## config.mk

```make
export PLATFORM = sky130hd
export DESIGN_NAME = pio_rmw_arbiter
export DESIGN_NICKNAME = d
export VERILOG_FILES = /design/src/rtl/pio_rmw_arbiter.sv
export SDC_FILE = /design/constraint.sdc
export NUM_CORES = 1
export LEC_CHECK = 0
export ABC_CLOCK_PERIOD_IN_PS = 2100
export CORE_MARGIN = 8
export CORE_UTILIZATION = 51
export CTS_CLUSTER_DIAMETER = 30
export DETAILED_ROUTE_END_ITERATION = 8
export DONT_BUFFER_PORTS = 1
export PLACE_DENSITY = 0.66
export RECOVER_POWER = 100
export SETUP_SLACK_MARGIN = 0.3
export SYNTH_ARGS = -nofsm -noshare
export SYNTH_HDL_FRONTEND = slang
export SYNTH_SLANG_ARGS = --single-unit
```

## constraint.sdc

```tcl
create_clock -name clk -period 2.1 [get_ports clk]
set_clock_uncertainty 0.15 [all_clocks]
set_input_delay 0.42 -clock clk [delete_from_list [all_inputs] [get_ports clk]]
set_output_delay 0.42 -clock clk [all_outputs]
set_load 0.005 [all_outputs]
```

## src/rtl/pio_rmw_arbiter.sv

```systemverilog
// Round-robin Avalon-MM master sharing one PIO output register between requesters.
// Every access reads the register first; writes merge the requester's masked bits back.
module pio_rmw_arbiter #(
  parameter int NUM_REQ = 4,
  parameter int DATA_W  = 5
) (
  input  logic                      clk,
  input  logic                      reset,
  input  logic [NUM_REQ-1:0]        req,
  input  logic [NUM_REQ-1:0]        req_rnw,
  input  logic [NUM_REQ*DATA_W-1:0] req_wdata,
  input  logic [NUM_REQ*DATA_W-1:0] req_wmask,
  output logic [NUM_REQ-1:0]        req_done,
  output logic [DATA_W-1:0]         rsp_rdata,
  output logic                      busy,
  output logic [1:0]                address,
  output logic                      chipselect,
  output logic                      write_n,
  output logic [31:0]               writedata,
  input  logic [31:0]               readdata
);
  localparam int IW = (NUM_REQ > 1) ? $clog2(NUM_REQ) : 1;

  typedef enum logic [1:0] {IDLE, RD, WR, RESP} state_t;

  state_t              r_state;
  logic [IW-1:0]       r_last, r_gnt;
  logic                r_rnw;
  logic [DATA_W-1:0]   r_wdata, r_wmask, r_old;

  logic                w_gnt_vld;
  logic [IW-1:0]       w_gnt;
  logic [DATA_W-1:0]   w_old, w_merge;
  logic                w_unused;

  function automatic logic [IW-1:0] rr_idx(input logic [IW-1:0] base, input int k);
    int s;
    s = int'(base) + k;
    if (s >= NUM_REQ) s = s - NUM_REQ;
    return s[IW-1:0];
  endfunction

  // Scan from farthest to nearest so the nearest set bit after r_last wins.
  always_comb begin
    w_gnt_vld = 1'b0;
    w_gnt     = '0;
    for (int k = NUM_REQ; k >= 1; k--) begin
      if (req[rr_idx(r_last, k)]) begin
        w_gnt_vld = 1'b1;
        w_gnt     = rr_idx(r_last, k);
      end
    end
  end

  assign w_old    = readdata[DATA_W-1:0];
  assign w_merge  = (w_old & ~r_wmask) | (r_wdata & r_wmask);
  assign w_unused = ^readdata[31:DATA_W];
  assign address  = 2'd0;

  always_ff @(posedge clk or posedge reset) begin
    if (reset) begin
      r_state    <= IDLE;
      r_last     <= IW'(NUM_REQ-1);
      r_gnt      <= '0;
      r_rnw      <= 1'b0;
      r_wdata    <= '0;
      r_wmask    <= '0;
      r_old      <= '0;
      chipselect <= 1'b0;
      write_n    <= 1'b1;
      writedata  <= '0;
      req_done   <= '0;
      rsp_rdata  <= '0;
      busy       <= 1'b0;
    end else begin
      case (r_state)
        IDLE: if (w_gnt_vld) begin
          r_gnt      <= w_gnt;
          r_rnw      <= req_rnw[w_gnt];
          r_wdata    <= req_wdata[w_gnt*DATA_W +: DATA_W];
          r_wmask    <= req_wmask[w_gnt*DATA_W +: DATA_W];
          chipselect <= 1'b1;
          write_n    <= 1'b1;
          busy       <= 1'b1;
          r_state    <= RD;
        end
        RD: begin
          r_old <= w_old;
          if (r_rnw) begin
            chipselect <= 1'b0;
            req_done   <= NUM_REQ'(1) << r_gnt;
            rsp_rdata  <= w_old;
            r_state    <= RESP;
          end else begin
            write_n   <= 1'b0;
            writedata <= 32'(w_merge);
            r_state   <= WR;
          end
        end
        WR: begin
          chipselect <= 1'b0;
          write_n    <= 1'b1;
          req_done   <= NUM_REQ'(1) << r_gnt;
          rsp_rdata  <= r_old;
          r_state    <= RESP;
        end
        RESP: begin
          req_done <= '0;
          r_last   <= r_gnt;
          busy     <= 1'b0;
          r_state  <= IDLE;
        end
        default: r_state <= IDLE;
      endcase
    end
  end
endmodule

```

# Yosys cells after proc, flatten, opt, wreduce, memory -nomap -nowiden
# Index checks and enable logic that the tools add are counted.
# totals
register_bits,39
elab_cells,92
n_memories,0
romBits,0
latch_bits,0
ram_bits,0
output_inout_bits,46
# classes
multipliers,1
addsub,8
bitwise,5
eq_ne,6
muxes,35
order_cmp,9
n_div,0
reduce_logical,12
n_shift,3
# op_table
operator,count
indexed part select 20 x 6 -> 5 bit,2
two-way mux 2 bit,9
< comparator 2 x 3 -> 1 bit (second input constant),5
two-way mux 1 bit,13
one-hot mux 4 bit (3 select lines),1
AND 5 bit,2
binary-select mux 1 bit (select 2 bit),5
one-hot mux 5 bit (2 select lines),1
AND reduction 2 bit,5
greater-or-equal comparator 3 bit (second input constant),3
one-hot mux 2 bit (4 select lines),1
subtractor 2 x 1 -> 2 bit (second input constant),4
adder 2 x 2 -> 3 bit (second input constant),2
inequality test 2 bit (second input constant),3
one-hot mux 1 bit (3 select lines),2
AND reduction 3 bit,2
nonzero test 3 bit,2
multiplier 2 x 3 -> 5 bit (second input constant),1
two-way mux 5 bit,1
inverter 5 bit,1
OR 5 bit,1
adder 2 x 3 -> 4 bit (second input constant),1
equality test 2 bit (second input constant),2
greater-or-equal comparator 4 x 3 -> 1 bit (second input constant),1
other kinds (8),9

# Depth between registers and ports, before layout
# Gate-level depths: netlist of run 1.
# logic_depth
depth_word,11
ltp_mapped,8

# Least setup slack after synthesis of run 1
# Ideal clock, no wire load.
# synth_path
kind,register -> register
from,register r_state[1]
to,register req_done[0]
path_stages_with_launch,7
setup_slack_ps,268
path_buffers,1
arrival_time_ps,1555
t_required_ps,1822
synth_period_minus_slack_ps,1832
cell_sequence,dfrtp_1 > inv_1 > ha_1 > buf_2 > nor2b_1 > nor2_1 > mux2_1
# synth_between
elab_chain_cells,3
word_cells_on_any_way,7
cone_classes,eq/ne: 4; mux: 1; reduce/logical: 2
# synth_rtl
item,line,source
"start, declared",26,state_t r_state;
"start signal, assigned",62,r_state <= IDLE;
"start signal, assigned",85,r_state <= RD;
"start signal, assigned",93,r_state <= RESP;
equality test 2 x 1 -> 1 bit / equality test 2 bit (equally long branches),76,case (r_state)
inequality test 2 bit (no line) / nonzero test 3 bit (equally long branches),n/a,
AND reduction 2 bit (no line),n/a,
"end signal, assigned",91,req_done <= NUM_REQ'(1) << r_gnt;
"end signal, assigned",103,req_done <= NUM_REQ'(1) << r_gnt;
"end, declared",13,"output logic [NUM_REQ-1:0] req_done,"
# Parallel ways exist; a longest one is shown, timed or not.
# A chain may end at the register's enable or synchronous reset.

# Worst setup path after layout of run 1
# layout_path
from,register r_last[1]
to,register r_wdata[4]
# layout_between
elab_chain_cells,11
word_cells_on_any_way,35
cone_classes,add/sub: 8; mul: 1; order compare: 4; shift: 1; mux: 20; reduce/logical: 1
# layout_rtl
item,line,source
"start, declared",27,"logic [IW-1:0] r_last, r_gnt;"
"start signal, assigned",63,r_last <= IW'(NUM_REQ-1);
"start signal, assigned",109,r_last <= r_gnt;
adder 2 x 3 -> 4 bit,38,s = int'(base) + k;
greater-or-equal comparator 4 x 3 -> 1 bit / subtractor 2 x 1 -> 2 bit (equally long branches),39,if (s >= NUM_REQ) s = s - NUM_REQ;
two-way mux 2 bit,39,
binary-select mux 1 bit (select 2 bit),48,"if (req[rr_idx(r_last, k)]) begin"
two-way mux 1 bit (implied by the code),48,
two-way mux 2 bit (4 in a row),48,
multiplier 2 x 3 -> 5 bit,80,r_wdata <= req_wdata[w_gnt*DATA_W +: DATA_W];
indexed part select 20 x 6 -> 5 bit,80,
"end signal, assigned",80,
"end, declared",29,"logic [DATA_W-1:0] r_wdata, r_wmask, r_old;"
# Parallel ways exist; a longest one is shown, timed or not. The select of a mux whose other input is x is not followed.

==> flow_summary_export.csv, run 1 <==
group,metric,value,unit
yosys,yosysSeqAreaShare,41.6,%
timing,fmax,521,MHz
timing,worst_slew_pin_slew,0.948,ns
floorplan,core,4410,sq um
cts,cts.sinks,39,
detailed_routing,viasPerCell,5.50,
critical_path,required,2.11,ns
critical_path,critical_path_peak_fanout,5,
grt,grt_use_total,14.9,%
critical_path,crit_end,"r_wdata[4]",
grt,grt_pass1_wl,8.70,mm
yosys,yosys_warnings,0,
yosys,synth.most_common_cell,"dfrtp_1",
timing,finalSetupViolCount,0,
yosys,syn_area,2360,sq um
job,cap_violations,0,
critical_path,crit_start,"r_last[1]",
yosys,synth_flop_cell,"dfrtp_1",
timing,rsz0062_at_grt,"yes",
timing,fin_crit,1.92,ns
run_status,status,"finished clean",
pwr,peakVddDrop,0.737,mV
yosys,yosys_register_bits,39,
grt,use_met1,16.4,%
detailed_routing,drt-wirelength-per-cell,17.9,um
final_layout,nets,333,
grt,grt_max_degree,40,
cts,cts_max_level,2,
cts,cts_buffers,5,
yosys,synthArstFlopShare,100,%
cts,clk_latency,0.29,ns
timing,finalHoldViolCount,0,
critical_path,regToRegSetupSlack,0.18,ns
final_layout,syn2layout_area_growth,7.65,%
critical_path,end_kind,"flop",
placed_design,io_buffers,0,
worst_hold_path,timing.hold.worst_path_depth,1,
cts,cts_max_path_buffers,2,
yosys,yosys-top-cells-area,"dfrtp_1 38%, mux2i_1 12%, buf_4 9.6%, nand2_1 5.1%, o221ai_1 4.1%",
final_layout,n_antenna_cell,0,
floorplan,io_pins,128,
placed_design,dp_hpwl,3.90,mm
cts,clk_pin_slew,0.07,ns
worst_hold_path,worst_hold_path_type,"in -> reg",
grt,grtUsageMet2,24.6,%
grt,globalRouteOverflowTotal,0,
detailed_routing,vias,1644,
pwr,total_leakage_power,0.00121,uW
grt,antenna_found_initial,0,
cts,cts_tree,"yes",
grt,grt.busiest_layer,"met2",
floorplan,num_rows,24,
timing,final.period_utilization,91.5,%
pwr,powerDensity,1480,nW/um^2
yosys,syn_area_per_cell,10.1,sq um
critical_path,r2r-end,"r_wdata[4]",
cts,cts_root_buffer,"clkbuf_8",
grt,use_met3,7.13,%
critical_path,worstRegToRegCells,7,
critical_path,cp-start-kind,"flop",
timing,max-slew-margin-rel,36.8,%
detailed_routing,drtIter0Drc,82,
yosys,synth_top_area_cell,"dfrtp_1",
yosys,synth_top_area_share,38.2,%
floorplan,initial_core_util,53.4,%
final_layout,fillCellCount,416,
yosys,ys_top_cells_by_count,"36 x dfrtp_1, 32 x nand2_1, 30 x buf_4, 28 x mux2i_1, 11 x o221ai_1",
grt,grt_pass1_vias,1741,
detailed_routing,firstDrtPassIters,4,
timing,finalSetupTns,0,ns
critical_path,critPathKind,"reg -> reg",
detailed_routing,ant_nets,0,
floorplan,fp.dieH,84.0,um
critical_path,r2r_start,"r_last[1]",
yosys,ys_types,35,
timing,maxSlewViolCount,0,
detailed_routing,totalWireLength,5.34,mm
critical_path,worstPathArrival,1.93,ns
placed_design,gp_congestion,0.713,
pwr,total_power,3760,uW
final_layout,drive_gt1_share,14.2,%
detailed_routing,route.detailed.drc,0,
yosys,synth_cells,234,
floorplan,die_width,84.0,um
floorplan,dieArea,7050,sq um
yosys,synth_edf_count,0,
kinds of logic after synthesis:
family	count (synthesis)	synth area share, %
simple gates	57	11.1
compound gates	49	14.1
buf+inv	44	13.3
mux	39	17.2
flops	39	41.6
fa+ha+maj	5	2.66
other cells	1	0.159
worst min path at each step:
stage	startpoint	to
detailed placement	reset	req_done[0]
finish	readdata[1]	r_old[1]
CTS	readdata[1]	r_old[1]
floorplan	r_wdata[0]	r_wdata[0]
global placement	reset	req_done[0]
global route	readdata[0]	r_old[0]
routing by layer:
metal	wire length (um)	share of wire (%)	up-vias
met4	57	1.1	0
met3	510	9.6	7
met1	2170	41	782
li1	-	-	798
met5	0	0	-
met2	2600	49	57
repair_timing:
| action | in CTS | in global routing |
|---|---|---|
| pin swaps | 2 | 3 |
| hold buffers | 1 | 0 |
| hold endpoints to repair | 16 | 0 |
| setup endpoints to repair | 12 | 17 |
| gates cloned | 2 | 1 |
| gates resized for setup | 7 | 6 |
| buffers inserted | 5 | 1 |
worst max-delay path, cell delays in order (launching register included):
cell and delay, ns:
dfstp_1 0.56, nand2b_1 0.14, a21oi_2 0.07, o221ai_4 0.25, buf_6 0.17, clkbuf_16 0.15
mux2i_1 0.18, o221ai_1 0.13
final cells by class:
type	count	area (sq um)	share of cell area, %
sequential	39	980	38.6
multi-input combinational	179	1180	46.7
inverter	4	15.0	0.592
timing repair buffer	17	200	7.89
tap	52	65.1	2.57
clock buffer	7	86.3	3.40
clock inverter	1	5.00	0.197
where the power goes:
group | switching, uW | internal (uW)
clock network | 247 | 265
registers | 313 | 1150
logic | 890 | 902
total | 1450 | 2310
state kept, by name, summed over array words and instances, names as in the netlist, 2 cells and up:
register and count:
req_done 4, r_gnt 2, rsp_rdata 5, r_wdata 5, r_last 2, writedata 5, r_state 2, r_old 5
r_wmask 5
placed cells by master (no fill, tap or decap), types with 4 or more instances in the layout:
cell type and instances:
o21ai_0 14, o221ai_1 11, clkbuf_8 6, buf_4 5, nor2_1 8, inv_1 4
mux2_1 6, ha_1 5, o22ai_1 7, conb_1 29, mux2i_1 27, a21oi_1 7
nand2b_1 7, mux2_2 5, dfrtp_1 36, nand2_1 31
per-stage QoR:
stage               cell area, sq um  worst slack (ns)  utilization, %  hold slack (ns)  instances
CTS                             2520             0.194            57.0            0.105        297
floorplan                       2460             0.321               -            0.305        262
global route                    2540            0.0503            57.5           0.0991        299
finish                          2540             0.179            57.5            0.114        299
detailed placement              2300             0.152            52.0            0.309        281
global placement                2300             0.170            52.0            0.312        281
No activity file was read; power rests on OpenSTA's default activity.
==> inputs of run 2 (changes only) <==
--- a/config.mk
+++ b/config.mk
@@ -5,8 +5,9 @@
 export SDC_FILE = /design/constraint.sdc
 export NUM_CORES = 1
 export LEC_CHECK = 0
-export ABC_CLOCK_PERIOD_IN_PS = 2100
-export CORE_MARGIN = 8
+export ABC_CLOCK_PERIOD_IN_PS = 2150
+export CAP_MARGIN = 20
+export CORE_MARGIN = 3
 export CORE_UTILIZATION = 51
 export CTS_CLUSTER_DIAMETER = 30
 export DETAILED_ROUTE_END_ITERATION = 8
==> constraint.sdc (replaced) <==
create_clock -name clk -period 2.15 [get_ports clk]
set_clock_uncertainty 0.15 [all_clocks]
set_input_delay 0.43 -clock clk [delete_from_list [all_inputs] [get_ports clk]]
set_output_delay 0.43 -clock clk [all_outputs]
set_load 0.005 [all_outputs]
==> run 2 against run 1 <==
Compared with the run above: first-iteration DRC count decreased by 3.7%; via count decreased by 0.30%; count of clock-buffer cells in the layout increased by 1; sequential cell count unchanged; clock power increased by 4.5%; final cell count increased by 0.67%; worst hold slack improved by 0.0079 ns; fmax decreased by 5.4%; core utilization increased by 0.43 points; cell area increased by 0.74%.
==> flow_summary_export.csv, run 2 (synthesis results as in run 1) <==
group,metric,value,unit
final_layout,syn2layout_area_growth,8.44,%
critical_path,end_kind,"flop",
detailed_routing,drt-wirelength-per-cell,16.2,um
detailed_routing,ant_nets,0,
critical_path,worstPathArrival,2.03,ns
timing,fin_crit,2.03,ns
placed_design,gp_congestion,0.736,
pwr,total_leakage_power,0.00122,uW
critical_path,critical_path_peak_fanout,5,
detailed_routing,drtIter0Drc,79,
floorplan,die_width,74.0,um
cts,cts.sinks,39,
floorplan,io_pins,128,
timing,finalHoldViolCount,0,
critical_path,cp-start-kind,"flop",
placed_design,dp_hpwl,3.29,mm
final_layout,n_antenna_cell,0,
timing,fmax,493,MHz
floorplan,core,4410,sq um
critical_path,critPathKind,"reg -> reg",
cts,cts_buffers,5,
grt,grt_pass1_vias,1458,
final_layout,layout_common_cells,"36 x dfrtp_1, 32 x nand2_1, 29 x conb_1",
final_layout,nets,335,
floorplan,dieArea,5470,sq um
final_layout,drive_gt1_share,14.9,%
cts,cts_tree,"yes",
grt,grt_use_total,16.9,%
timing,worst_slack,0.121,ns
placed_design,place_worst_setup_slack,0.176,ns
detailed_routing,route.detailed.drc,0,
final_layout,fillCellCount,390,
cts,cts_max_path_buffers,2,
timing,worst_slew_pin_slew,0.972,ns
timing,max-slew-margin-rel,35.2,%
floorplan,num_rows,24,
pwr,peakVddDrop,0.776,mV
floorplan,fp.dieH,74.0,um
critical_path,required,2.15,ns
timing,maxSlewViolCount,0,
timing,rsz0062_at_grt,"yes",
grt,grt_pass1_wl,7.09,mm
detailed_routing,vias,1639,
placed_design,io_buffers,0,
detailed_routing,totalWireLength,4.87,mm
floorplan,initial_core_util,53.4,%
worst_hold_path,worst_hold_path_type,"in -> reg",
grt,globalRouteOverflowTotal,0,
grt,grt_max_degree,40,
job,cap_violations,0,
cts,cts_root_buffer,"clkbuf_8",
timing,final.period_utilization,94.4,%
detailed_routing,viasPerCell,5.45,
cts,clk_latency,0.29,ns
pwr,powerDensity,1460,nW/um^2
detailed_routing,firstDrtPassIters,4,
final_layout,final_common_cell,"dfrtp_1",
timing,finalSetupViolCount,0,
timing,finalSetupTns,0,ns
run_status,status,"finished clean",
cts,clk_pin_slew,0.07,ns
grt,antenna_found_initial,0,
cts,cts_max_level,2,
==> run 2: worst paths after layout <==
path                       cells past startpoint         from         end  slack [ns]
max                                            7    r_last[1]  r_wmask[1]        0.12
min                                            1  readdata[4]    r_old[4]        0.12
max reg2reg                                    7    r_last[1]  r_wmask[1]        0.12
min reg2reg                                    2   r_wdata[1]  r_wdata[1]        0.34
max in group asynchronous                      2        reset  r_wdata[2]        1.08
min in group asynchronous                      2        reset        busy        0.17
==> run 2: report_power, final <==
| part | total, uW | switching, uW | internal (uW) |
|---|---|---|---|
| Sequential | 1420 | 302 | 1120 |
| Clock | 535 | 242 | 293 |
| Combinational | 1780 | 874 | 904 |
==> run 2: layer usage <==
metal  share of wire, %  wire (um)  GRT usage [%]  vias up
met1                 43       2090           23.9      769
met3                8.1        395           5.00        5
li1                   -          -              -      801
met5                  0          0              0        -
met4               0.74         36           4.83        0
met2                 48       2350           25.4       64
==> run 2: final cells by class <==
type / instances / area [sq um] / share of cell area, %
Sequential cell: 39 / 980 / 38.3
Clock buffer: 8 / 100 / 3.92
Multi-Input combinational cell: 179 / 1180 / 46.1
Timing Repair Buffer: 19 / 216 / 8.47
Inverter: 4 / 15.0 / 0.588
Tap cell: 52 / 65.1 / 2.55
==> run 2: timing repair <==
item,in CTS,in global routing
endpoints found under the setup margin,10,17
resized for setup,6,6
hold buffers,0,0
pin swaps,1,5
cloned,2,1
setup buffers,6,0
==> run 2: worst max-delay path, stage by stage (launching register included) <==
cell and delay [ns]:
dfstp_1 0.58, nand2b_1 0.14, a21oi_2 0.07, o221ai_4 0.27
buf_6 0.17, clkbuf_16 0.14, mux2i_1 0.21, o221ai_1 0.15
==> run 2: stage by stage <==
| step | std cells | hold slack [ns] | utilization, % | power (uW) | area, sq um |
|---|---|---|---|---|---|
| after floorplan | 262 | 0.305 | - | 2710 | 2460 |
| after global placement | 284 | 0.320 | 52.5 | 2960 | 2320 |
| after detailed placement | 284 | 0.317 | 52.5 | 3000 | 2320 |
| after CTS | 300 | 0.00204 | 57.3 | 3740 | 2530 |
| after global routing | 301 | 0.116 | 57.9 | 4060 | 2550 |
| final | 301 | 0.122 | 57.9 | 3730 | 2550 |
==> inputs of run 3 (changes only) <==
--- a/config.mk
+++ b/config.mk
@@ -7,6 +7,7 @@
 export LEC_CHECK = 0
 export ABC_CLOCK_PERIOD_IN_PS = 2150
 export CAP_MARGIN = 20
+export CORE_ASPECT_RATIO = 1.1
 export CORE_MARGIN = 3
 export CORE_UTILIZATION = 51
 export CTS_CLUSTER_DIAMETER = 30
==> run 3 against run 2 <==
Compared with the run above: die area hardly changed; clock power is 11% lower; register-to-register slack better by 0.08 ns; core utilization is 1.4 points lower; power is 4.6% lower; wire length is 0.55% higher; sequential cell count stayed put; critical path type unchanged; highest routed layer unchanged.
==> flow_summary_export.csv, run 3 (synthesis results as in run 1) <==
group,metric,value,unit
cts,cts_max_path_buffers,2,
detailed_routing,totalWireLength,4.90,mm
grt,grt.busiest_layer,"met2",
floorplan,die_width,70.8,um
timing,worst_slew_pin_slew,0.951,ns
worst_hold_path,worst_hold_path_type,"in -> reg",
pwr,clkPwrFrac,13.3,%
floorplan,num_rows,25,
pwr,netSwitchingFraction,39.8,%
grt,grt_max_degree,40,
cts,hold_buffers,0,
grt,use_met3,6.82,%
timing,fin_crit,1.95,ns
detailed_routing,drtIter0Drc,68,
timing,finalHoldViolCount,0,
timing,finalSetupViolCount,0,
floorplan,dieArea,5470,sq um
pwr,powerDensity,1440,nW/um^2
placed_design,dp_hpwl,3.53,mm
floorplan,fp.dieH,77.3,um
grt,grt_pass1_wl,7.38,mm
timing,hold_ws,0.119,ns
detailed_routing,vias,1638,
critical_path,worstPathArrival,1.95,ns
final_layout,drive_gt1_share,14.4,%
detailed_routing,firstDrtPassIters,4,
pwr,pwr-share-seq,41.0,%
timing,rsz0062_at_grt,"yes",
timing,max-slew-margin-rel,36.6,%
placed_design,io_buffers,0,
critical_path,end_kind,"flop",
detailed_routing,route.detailed.drc,0,
grt,grt_use_total,16.9,%
cts,clk_pin_slew,0.08,ns
timing,final.period_utilization,90.6,%
critical_path,cp-start-kind,"flop",
pwr,total_leakage_power,0.00116,uW
grt,antenna_found_initial,0,
detailed_routing,viasPerCell,5.52,
floorplan,io_pins,128,
critical_path,regToRegSetupSlack,0.20,ns
pwr,p_int,2150,uW
final_layout,layout_common_cells,"36 x dfrtp_1, 32 x nand2_1, 29 x conb_1",
final_layout,syn2layout_area_growth,4.94,%
cts,cts_root_buffer,"clkbuf_8",
cts,cts_max_level,2,
final_layout,nets,329,
detailed_routing,ant_nets,0,
critical_path,required,2.15,ns
floorplan,core,4380,sq um
pwr,p_sw,1420,uW
timing,finalSetupTns,0,ns
grt,globalRouteOverflowTotal,0,
pwr,p_comb_share,45.6,%
grt,grtUsageMet2,27.8,%
critical_path,critPathKind,"reg -> reg",
final_layout,final_common_cell,"dfrtp_1",
final_layout,n_antenna_cell,0,
placed_design,gp_congestion,0.749,
cts,cts.sinks,39,
cts,clk_latency,0.29,ns
timing,maxSlewViolCount,0,
pwr,peakVddDrop,0.723,mV
timing,fmax,513,MHz
grt,grt_pass1_vias,1545,
job,cap_violations,0,
grt,use_met1,20.8,%
cts,cts_buffers,5,
detailed_routing,drt-wirelength-per-cell,16.5,um
critical_path,critical_path_peak_fanout,6,
run_status,status,"finished clean",
cts,cts_tree,"yes",
floorplan,initial_core_util,53.8,%
-- run 3: changes by cell type in the layout (fill, tap and decap cells not counted), moves of 2 or more --
| cell | change |
|---|---|
| buf_16 | -2 |
| buf_4 | -2 |
| buf_6 | -2 |
| clkbuf_8 | -2 |
| mux2i_1 | -2 |
| mux2i_2 | +2 |
-- run 3: metal layers --
metal  part of all wire [%]  routed length (um)  up-vias
li1                       -                   -      789
met1                     42                2050      779
met2                     50                2440       68
met3                    8.2                 402        2
met4                   0.12                   6        0
met5                      0                   0        -
-- run 3: what timing repair did --
item / 4_1_cts / 5_1_grt
endpoints found under the setup margin: 4 / 19
gates resized for setup: 1 / 10
buffers inserted: 0 / 1
pin swaps: 0 / 1
cloned: 0 / 2
-- run 3: layout make-up --
type | count | area [sq um]
Inverter | 4 | 15.0
Sequential cell | 39 | 980
Multi-Input combinational cell | 179 | 1200
Clock inverter | 2 | 12.5
Tap cell | 54 | 67.6
Fill cell | 381 | 1910
Clock buffer | 6 | 72.6
Timing Repair Buffer | 13 | 124
-- run 3: worst paths after layout --
kind	from	end	depth (start not counted)
max in group asynchronous	reset	r_wmask[1]	2
hold reg to reg	r_wdata[4]	r_wdata[4]	2
setup reg to reg	r_last[1]	r_wdata[4]	6
hold / removal	readdata[1]	r_old[1]	1
min in group asynchronous	reset	req_done[2]	2
setup / recovery	r_last[1]	r_wdata[4]	6
-- run 3: critical path, cell delays in order, from the launching register on --
cell and delay (ns):
dfstp_2 0.59, nand2b_4 0.15, a21oi_4 0.06, o221ai_4 0.29, buf_6 0.19, mux2i_2 0.24
o221ai_1 0.15
-- run 3: stage by stage --
step           util [%]  setup slack (ns)  std cells  total power [uW]  area (sq um)
6_report           56.5             0.202        297              3560          2470
2_1_floorplan         -             0.318        262              2710          2460
5_1_grt            56.5             0.109        297              3860          2470
4_1_cts            55.0             0.271        294              3530          2410
3_5_place_dp       52.9             0.268        286              3030          2320
3_3_place_gp       52.9             0.302        286              2960          2320
-- run 3: power groups by stage --
stage               clock (uW)  combinational (uW)  sequential, uW
floorplan                    0                1350            1350
global route               524                1820            1510
finish                     475                1630            1460
CTS                        496                1560            1470
detailed placement           0                1550            1480
global placement             0                1500            1460
